[src/rtl/mem_port_arbiter.sv]
// rtl/mem_port_arbiter.sv - MEM-priority arbiter sharing one fixed-latency memory port between IF and MEM
//
// Purpose
//   Sequences instruction fetches (IF stage) and loads/stores (MEM stage)
//   through a single unified memory port. MEM wins contention. A read occupies
//   the port for LATENCY+1 cycles (grant plus LATENCY wait cycles, data
//   returned on the last one). A store completes in its grant cycle.
//   Per-requester stall outputs feed the pipeline hazard logic.
//
// Parameters
//   LATENCY   cycles from read strobe to port_rdata_i valid (>= 1)
//   MAX_WAIT  consecutive MEM wins tolerated while IF waits (guard build only)
//
// Optional feature
//   ARB_STARVE_GUARD_EN  when defined, a wait counter forces an IF win after
//                        MAX_WAIT MEM grants issued while IF was pending.
//                        When undefined, MEM priority is strict.
//
// Ports
//   clk_i, rst_i                      clock; synchronous active-high reset
//   if_req_i, if_addr_i               fetch request and address (held until rvalid)
//   if_gnt_o, if_rvalid_o, if_rdata_o fetch grant, data-valid pulse, data
//   mem_req_i, mem_we_i, mem_addr_i,
//   mem_wdata_i                       load/store request (held until completion)
//   mem_gnt_o, mem_rvalid_o,
//   mem_rdata_o                       data grant, load-data pulse, load data
//   port_en_o, port_we_o, port_addr_o,
//   port_wdata_o, port_rdata_i        shared memory port
//   stall_if_o, stall_mem_o           per-requester pipeline stalls

module mem_port_arbiter #(
    parameter int unsigned LATENCY  = 2,
    parameter int unsigned MAX_WAIT = 4
) (
    input  logic        clk_i,
    input  logic        rst_i,

    input  logic        if_req_i,
    input  logic [31:0] if_addr_i,
    output logic        if_gnt_o,
    output logic        if_rvalid_o,
    output logic [31:0] if_rdata_o,

    input  logic        mem_req_i,
    input  logic        mem_we_i,
    input  logic [31:0] mem_addr_i,
    input  logic [31:0] mem_wdata_i,
    output logic        mem_gnt_o,
    output logic        mem_rvalid_o,
    output logic [31:0] mem_rdata_o,

    output logic        port_en_o,
    output logic        port_we_o,
    output logic [31:0] port_addr_o,
    output logic [31:0] port_wdata_o,
    input  logic [31:0] port_rdata_i,

    output logic        stall_if_o,
    output logic        stall_mem_o
);

    // Elaboration-time parameter sanity.
    if (LATENCY < 1) begin : g_bad_latency
        $error("mem_port_arbiter: LATENCY must be at least 1");
    end
    if (MAX_WAIT < 1) begin : g_bad_max_wait
        $error("mem_port_arbiter: MAX_WAIT must be at least 1");
    end

    localparam int unsigned      CNT_W    = $clog2(LATENCY + 1);
    localparam logic [CNT_W-1:0] CNT_LOAD = CNT_W'(LATENCY - 1);
    localparam logic [CNT_W-1:0] CNT_ONE  = CNT_W'(1);

    typedef enum logic [1:0] {
        IDLE     = 2'd0,
        BUSY_IF  = 2'd1,
        BUSY_MEM = 2'd2
    } state_e;

    state_e           state_q,   state_d;
    logic [CNT_W-1:0] lat_cnt_q, lat_cnt_d;
    logic             rst_dly_q, rst_dly_d;

    logic blank;      // all outputs held at 0 (reset cycle and the one after)
    logic arb_idle;   // arbitration allowed this cycle
    logic force_if;   // starvation guard overrides MEM priority
    logic mem_win;
    logic if_win;

    // Outputs stay quiet for one extra cycle after reset so a request that was
    // already asserted during reset is not granted in the recovery cycle.
    assign rst_dly_d = rst_i;
    assign blank     = rst_i | rst_dly_q;
    assign arb_idle  = (state_q == IDLE) && !blank;
    assign mem_win   = arb_idle && mem_req_i && !force_if;
    assign if_win    = arb_idle && if_req_i && !mem_win;

`ifdef ARB_STARVE_GUARD_EN
    localparam int unsigned       WAIT_W   = $clog2(MAX_WAIT + 1);
    localparam logic [WAIT_W-1:0] WAIT_MAX = WAIT_W'(MAX_WAIT);
    localparam logic [WAIT_W-1:0] WAIT_ONE = WAIT_W'(1);

    logic [WAIT_W-1:0] wait_cnt_q, wait_cnt_d;

    // The counter cannot pass WAIT_MAX: once it gets there with IF pending,
    // IF wins the next arbitration and no MEM grant can increment it.
    assign force_if = if_req_i && (wait_cnt_q == WAIT_MAX);

    always_comb begin
        wait_cnt_d = wait_cnt_q;
        if (mem_win && if_req_i) begin
            wait_cnt_d = wait_cnt_q + WAIT_ONE;
        end else if (if_win || ((state_q == IDLE) && !if_req_i)) begin
            wait_cnt_d = '0;
        end
    end

    always_ff @(posedge clk_i) begin
        if (rst_i) begin
            wait_cnt_q <= '0;
        end else begin
            wait_cnt_q <= wait_cnt_d;
        end
    end
`else
    assign force_if = 1'b0;
`endif

    always_comb begin
        state_d      = state_q;
        lat_cnt_d    = lat_cnt_q;
        if_gnt_o     = if_win;
        mem_gnt_o    = mem_win;
        if_rvalid_o  = 1'b0;
        mem_rvalid_o = 1'b0;
        port_en_o    = if_win | mem_win;
        port_we_o    = mem_win & mem_we_i;
        port_addr_o  = mem_win ? mem_addr_i : (if_win ? if_addr_i : 32'd0);
        port_wdata_o = mem_win ? mem_wdata_i : 32'd0;

        unique case (state_q)
            IDLE: begin
                // Stores finish in the grant cycle, so only reads leave IDLE.
                if (mem_win && !mem_we_i) begin
                    state_d   = BUSY_MEM;
                    lat_cnt_d = CNT_LOAD;
                end else if (if_win) begin
                    state_d   = BUSY_IF;
                    lat_cnt_d = CNT_LOAD;
                end
            end
            BUSY_IF: begin
                if (lat_cnt_q == '0) begin
                    if_rvalid_o = !blank;
                    state_d     = IDLE;
                end else begin
                    lat_cnt_d = lat_cnt_q - CNT_ONE;
                end
            end
            BUSY_MEM: begin
                if (lat_cnt_q == '0) begin
                    mem_rvalid_o = !blank;
                    state_d      = IDLE;
                end else begin
                    lat_cnt_d = lat_cnt_q - CNT_ONE;
                end
            end
            default: begin
                state_d   = IDLE;
                lat_cnt_d = '0;
            end
        endcase

        if_rdata_o  = if_rvalid_o  ? port_rdata_i : 32'd0;
        mem_rdata_o = mem_rvalid_o ? port_rdata_i : 32'd0;

        stall_if_o  = !blank && if_req_i && !if_rvalid_o;
        stall_mem_o = !blank && mem_req_i && !((mem_win && mem_we_i) || mem_rvalid_o);
    end

    always_ff @(posedge clk_i) begin
        if (rst_i) begin
            state_q   <= IDLE;
            lat_cnt_q <= '0;
        end else begin
            state_q   <= state_d;
            lat_cnt_q <= lat_cnt_d;
        end
    end

    always_ff @(posedge clk_i) begin
        rst_dly_q <= rst_dly_d;
    end

endmodule

[config.mk]
export PLATFORM = sky130hd
export DESIGN_NAME = mem_port_arbiter
export DESIGN_NICKNAME = d
export VERILOG_FILES = /design/src/rtl/mem_port_arbiter.sv
export SDC_FILE = /design/constraint.sdc
export NUM_CORES = 1
export LEC_CHECK = 0
export ABC_AREA = 0
export CAP_MARGIN = 20
export CORE_AREA = 2 2 105 107
export DETAILED_ROUTE_END_ITERATION = 10
export DIE_AREA = 0 0 107 109
export PLACE_DENSITY = 0.66
export SYNTH_ARGS = -nofsm -noshare
export SYNTH_HDL_FRONTEND = slang
export SYNTH_SLANG_ARGS = --single-unit
[constraint.sdc]
create_clock -name clk_i -period 2.15 [get_ports clk_i]
set_input_delay 0.5375 -clock clk_i [delete_from_list [all_inputs] [get_ports clk_i]]
set_output_delay 0.5375 -clock clk_i [all_outputs]
set_load 0.05 [all_outputs]
* Yosys cells after proc, flatten, opt, wreduce, memory -nomap -nowiden *
Cells that the tools add are included.

storage, ports and cells
  register bits after elaboration = 5
  bits of input ports = 133
  output and inout bits = 136
  logic and storage cells = 48

operators by class
  add/sub/neg operators = 1
  equality and inequality tests = 5
  muxes and demuxes = 15
  bitwise logic cells = 3
  reductions and logical operators = 21

operator list
  kind                   count
  $mux W32               5
  $logic_and A1 B1 Y1    10
  $mux W2                5
  $pmux W2 S2            2
  $logic_not A1 Y1       5
  $logic_not A2 Y1       2
  $reduce_and A2 Y1      2
  $mux W1                3
  $ne A3 B2 Y1 const B   1
  $eq A2 B1 Y1 const B   1
  $eq A2 B2 Y1 const B   1
  $ne A2 B1 Y1 const B   1
  $ne A2 B2 Y1 const B   1
  $or A1 B1 Y1           2
  $reduce_or A2 Y1       1
  $sub A2 B1 Y2 const B  1
  $and A1 B1 Y1          1
  $logic_or A1 B1 Y1     1

* Depth between registers and ports, before layout *
  depth in word-level cells = 9
  gate-level depth with buffers = 7
  gate-level depth less buffers = 6

* Worst setup path after synthesis *
No wires, ideal clock.

  kind = input to output
  start point = input rst_i
  end point = output stall_if_o
  arrival time = 1917 ps
  data required time = 1612 ps
  setup slack = -305 ps
  stages = 6
  path buffers = 3
  cell sequence = buf_6 > nor2_4 > and3_1 > buf_2 > buf_2 > nor2_1

between the ends
  word-level cells in the longest chain between the ends = 6
  elaborated cells between the ends (all ways) = 7
  those cells by class = mux (2); bitwise (1); reduce/logical (4)

ends and longest elaborated chain
  what                 RTL line  source
  start: declaration   36        input logic rst_i,
  $or A1 B1 Y1         93        assign blank = rst_i | rst_dly_q;
  $logic_not A1 Y1     154       if_rvalid_o = !blank;
  $mux W1              153       if (lat_cnt_q == '0) begin
  $mux W1              141       unique case (state_q)
  via if_rvalid_o      41        output logic if_rvalid_o,
  $logic_not A1 Y1     177       stall_if_o = !blank && if_req_i && !if_rvalid_o;
  $logic_and A1 B1 Y1  177
  end: declaration     58        output logic stall_if_o,

The timed path passes the listed nets, and every way through them passes these cells.

* Worst setup path in the final report *
  start point = register state_q[0]
  end point = output port_addr_o[21]

between the ends
  word-level cells in the longest chain between the ends = 7
  elaborated cells between the ends (all ways) = 8
  those cells by class = mux (2); reduce/logical (6)

ends and longest elaborated chain
  what                      RTL line  source
  start: declaration        80        state_e state_q, state_d;
  start signal: assignment  186       state_q <= state_d;
  $logic_not A2 Y1 *        94        assign arb_idle = (state_q == IDLE) && !blank;
  $logic_and A1 B1 Y1 *     94
  $logic_and A1 B1 Y1       95        assign mem_win = arb_idle && mem_req_i && !force_if;
  $logic_not A1 Y1          96        assign if_win = arb_idle && if_req_i && !mem_win;
  $logic_and A1 B1 Y1       96
  $mux W32                  138       port_addr_o = mem_win ? mem_addr_i : (if_win ? if_addr_i : 32'd0);
  $mux W32 *                138
  end: declaration          54        output logic [31:0] port_addr_o,

Mark *: on every way between the ends. The rest lies on a longest branch, timed or not.

==> metrics.cfg <==
[run_status]
status=finished with violations
violations=negative setup slack

[timing]
finalHoldViolCount=0
fmax_ghz=0.446
post-route-period-util_pct=104
slew_viol_final=0
holdWs_ps=569
setup_violations=91
grt_setup_unrepaired=yes
worst_slew_pin_slew_ps=301
setup_ws_ps=-90.4
skew_ps=2.42
tns_ps=-4890
max-slew-margin-rel_pct=79.7
period_minus_slack_ps=2240

[hold_path]
hold_path.class=in2reg

[critical_path]
endpoint_kind=primary output
cp.required_ps=1610
startpoint_type=flop
crit_fanout=15
crit_type=reg2out
worstPathArrival_ps=1700

[layout]
nets=636
area_delta_synth_final_pct=376
final_area_um2=6820
final_layout_size_suffix_gt1_share_pct=67.6

[synth]
synth_area_leaders=and2_1, a22o_1, dfxtp_1, buf_6, ha_1
ys.flop_type=dfxtp_1
ys_types=31
syn_area_um2=1430
synth_cells=197
ys_top_cells_by_count=and2_1, a22o_1, buf_2, buf_6, nor2_1
synth_edf_count=0
yosysTopAreaCell=and2_1
async_flop_share_pct=0
yosysWarnings=0
yosysMostFrequentCell=and2_1
yosysTopAreaCellShare_pct=42.8
syn-num-nets=335
yosysSeqAreaShare_pct=6.98
synth_seq_cells=5
syn_avg_cell_area_um2=7.28

[clock_network]
cts_tree=done
cts-htree-levels=1
hold_buffers=0
clk_path_buf_depth=2
cts-buffers-inserted=3
cts_sinks=5
clk_latency_ps=230
clk_pin_slew_worst_paths_ps=40
cts_root_buffer=clkbuf_8

[global_routing]
antenna_found_initial=2
grt_max_degree=18
overflow=0
track_usage_pct=18.1
grt_pass1_wl_um=16400
grt_pass1_vias=2915

[job]
cap_viol_max_count=0

[place]
place_ws_ps=-496
placement.io_buffers=268
finalWeightedCongestion=0.781
dpl.hpwl_um=8550
place_area_um2=6090

[floorplan]
core_area_um2=10600
row_count=38
die_h_um=109
die-area_um2=11700
start_util_pct=13.5
boundaryPins=269
die_x_um=107

[pwr]
p_leak_nw=2.90
p_per_area_nw_per_um2=204
peakVddDrop_v=0.000292
total_power_mw=1.39

[drt]
drc=0
drtIter0Drc=54
viasPerCell=4.24
vias=2705
drt_first_pass_iters=4
wl_per_cell_um=18.6
ant_nets=0
routed_wl_um=11800

critical path: stages (launching register included):
cell     delay (ps)
dfxtp_2         330
inv_2            50
ha_4            170
and3_4          220
buf_12          140
buf_12          150
a22o_4          270
buf_12          140
flip-flops by register name, summed over array words and instances, names as in the netlist:
name	flops
state_q	2
lat_cnt_q	2
rst_dly_q	1
layer usage:
metal	global-route usage (%)	share of wire, %	vias to the layer above	wire length (um)
met2	36.9	57	141	6750
met4	2.13	0.92	2	109
met3	4.96	8.4	9	990
li1	-	-	1282	-
met1	18.7	34	1271	3990
met5	0	0.059	-	7
cell usage in the layout (no fill, tap or decap), types with 2 or more instances in the layout:
cell / synthesis / layout
nand2_1: 3 / 3
ha_2: 0 / 2
a22o_4: 1 / 32
clkbuf_16: 0 / 6
clkbuf_8: 0 / 3
buf_6: 7 / 11
buf_4: 0 / 19
dfxtp_2: 0 / 3
a211o_1: 2 / 2
dfxtp_1: 5 / 2
ha_1: 5 / 2
nor2_1: 6 / 4
inv_1: 4 / 2
nor2_4: 1 / 2
and3_4: 1 / 3
clkdlybuf4s50_1: 0 / 128
inv_2: 0 / 2
buf_16: 0 / 5
a21oi_1: 4 / 4
and2_4: 0 / 96
buf_12: 0 / 143
worst paths after layout:
check               start              end  slack [ps]  cells past startpoint
max            state_q[0]  port_addr_o[21]         -90                      7
min                 rst_i        rst_dly_q         570                      2
max reg2reg    state_q[0]       state_q[1]         440                      9
min reg2reg  lat_cnt_q[1]     lat_cnt_q[1]         580                      3
report_power, final:
group | switching, mW | leakage (nW) | internal, mW | total, mW
Clock | 0.0502 | 0.0228 | 0.128 | 0.178
Sequential | 0.00450 | 0.0419 | 0.101 | 0.105
Combinational | 0.471 | 2.83 | 0.641 | 1.11
Total | 0.525 | 2.90 | 0.869 | 1.39
through the flow:
stage	utilization (%)	std cells
final	64.4	638
after global routing	64.3	637
after CTS	62.3	630
after detailed placement	57.4	604
after global placement	57.4	604
after floorplan	-	197
cell families (layout without fill, tap and decap cells):
| logic type | Yosys count | count (layout) | synth area share, % |
|---|---|---|---|
| simple gates | 119 | 119 | 52.2 |
| other cells | 0 | 1 | 0 |
| buf+inv | 24 | 324 | 10.7 |
| fa+ha+maj | 5 | 5 | 4.36 |
| compound gates | 44 | 44 | 25.7 |
| flops | 5 | 5 | 6.98 |
final cells by class:
type / instances / area, um^2
repair buffers: 316 / 4750
fillers: 776 / 3780
multi-input cells: 168 / 1740
well taps: 140 / 175
flip-flops and latches: 5 / 104
clock buffers: 4 / 45.0
inverters: 4 / 15.0
diodes: 1 / 2.50
repair_timing:
action,CTS,global route
cloned,8,6
endpoints found under the setup margin,136,132
gates resized for setup,50,57
pin swaps,14,68
buffers inserted,14,4
No activity file was read; power rests on OpenSTA's default activity.
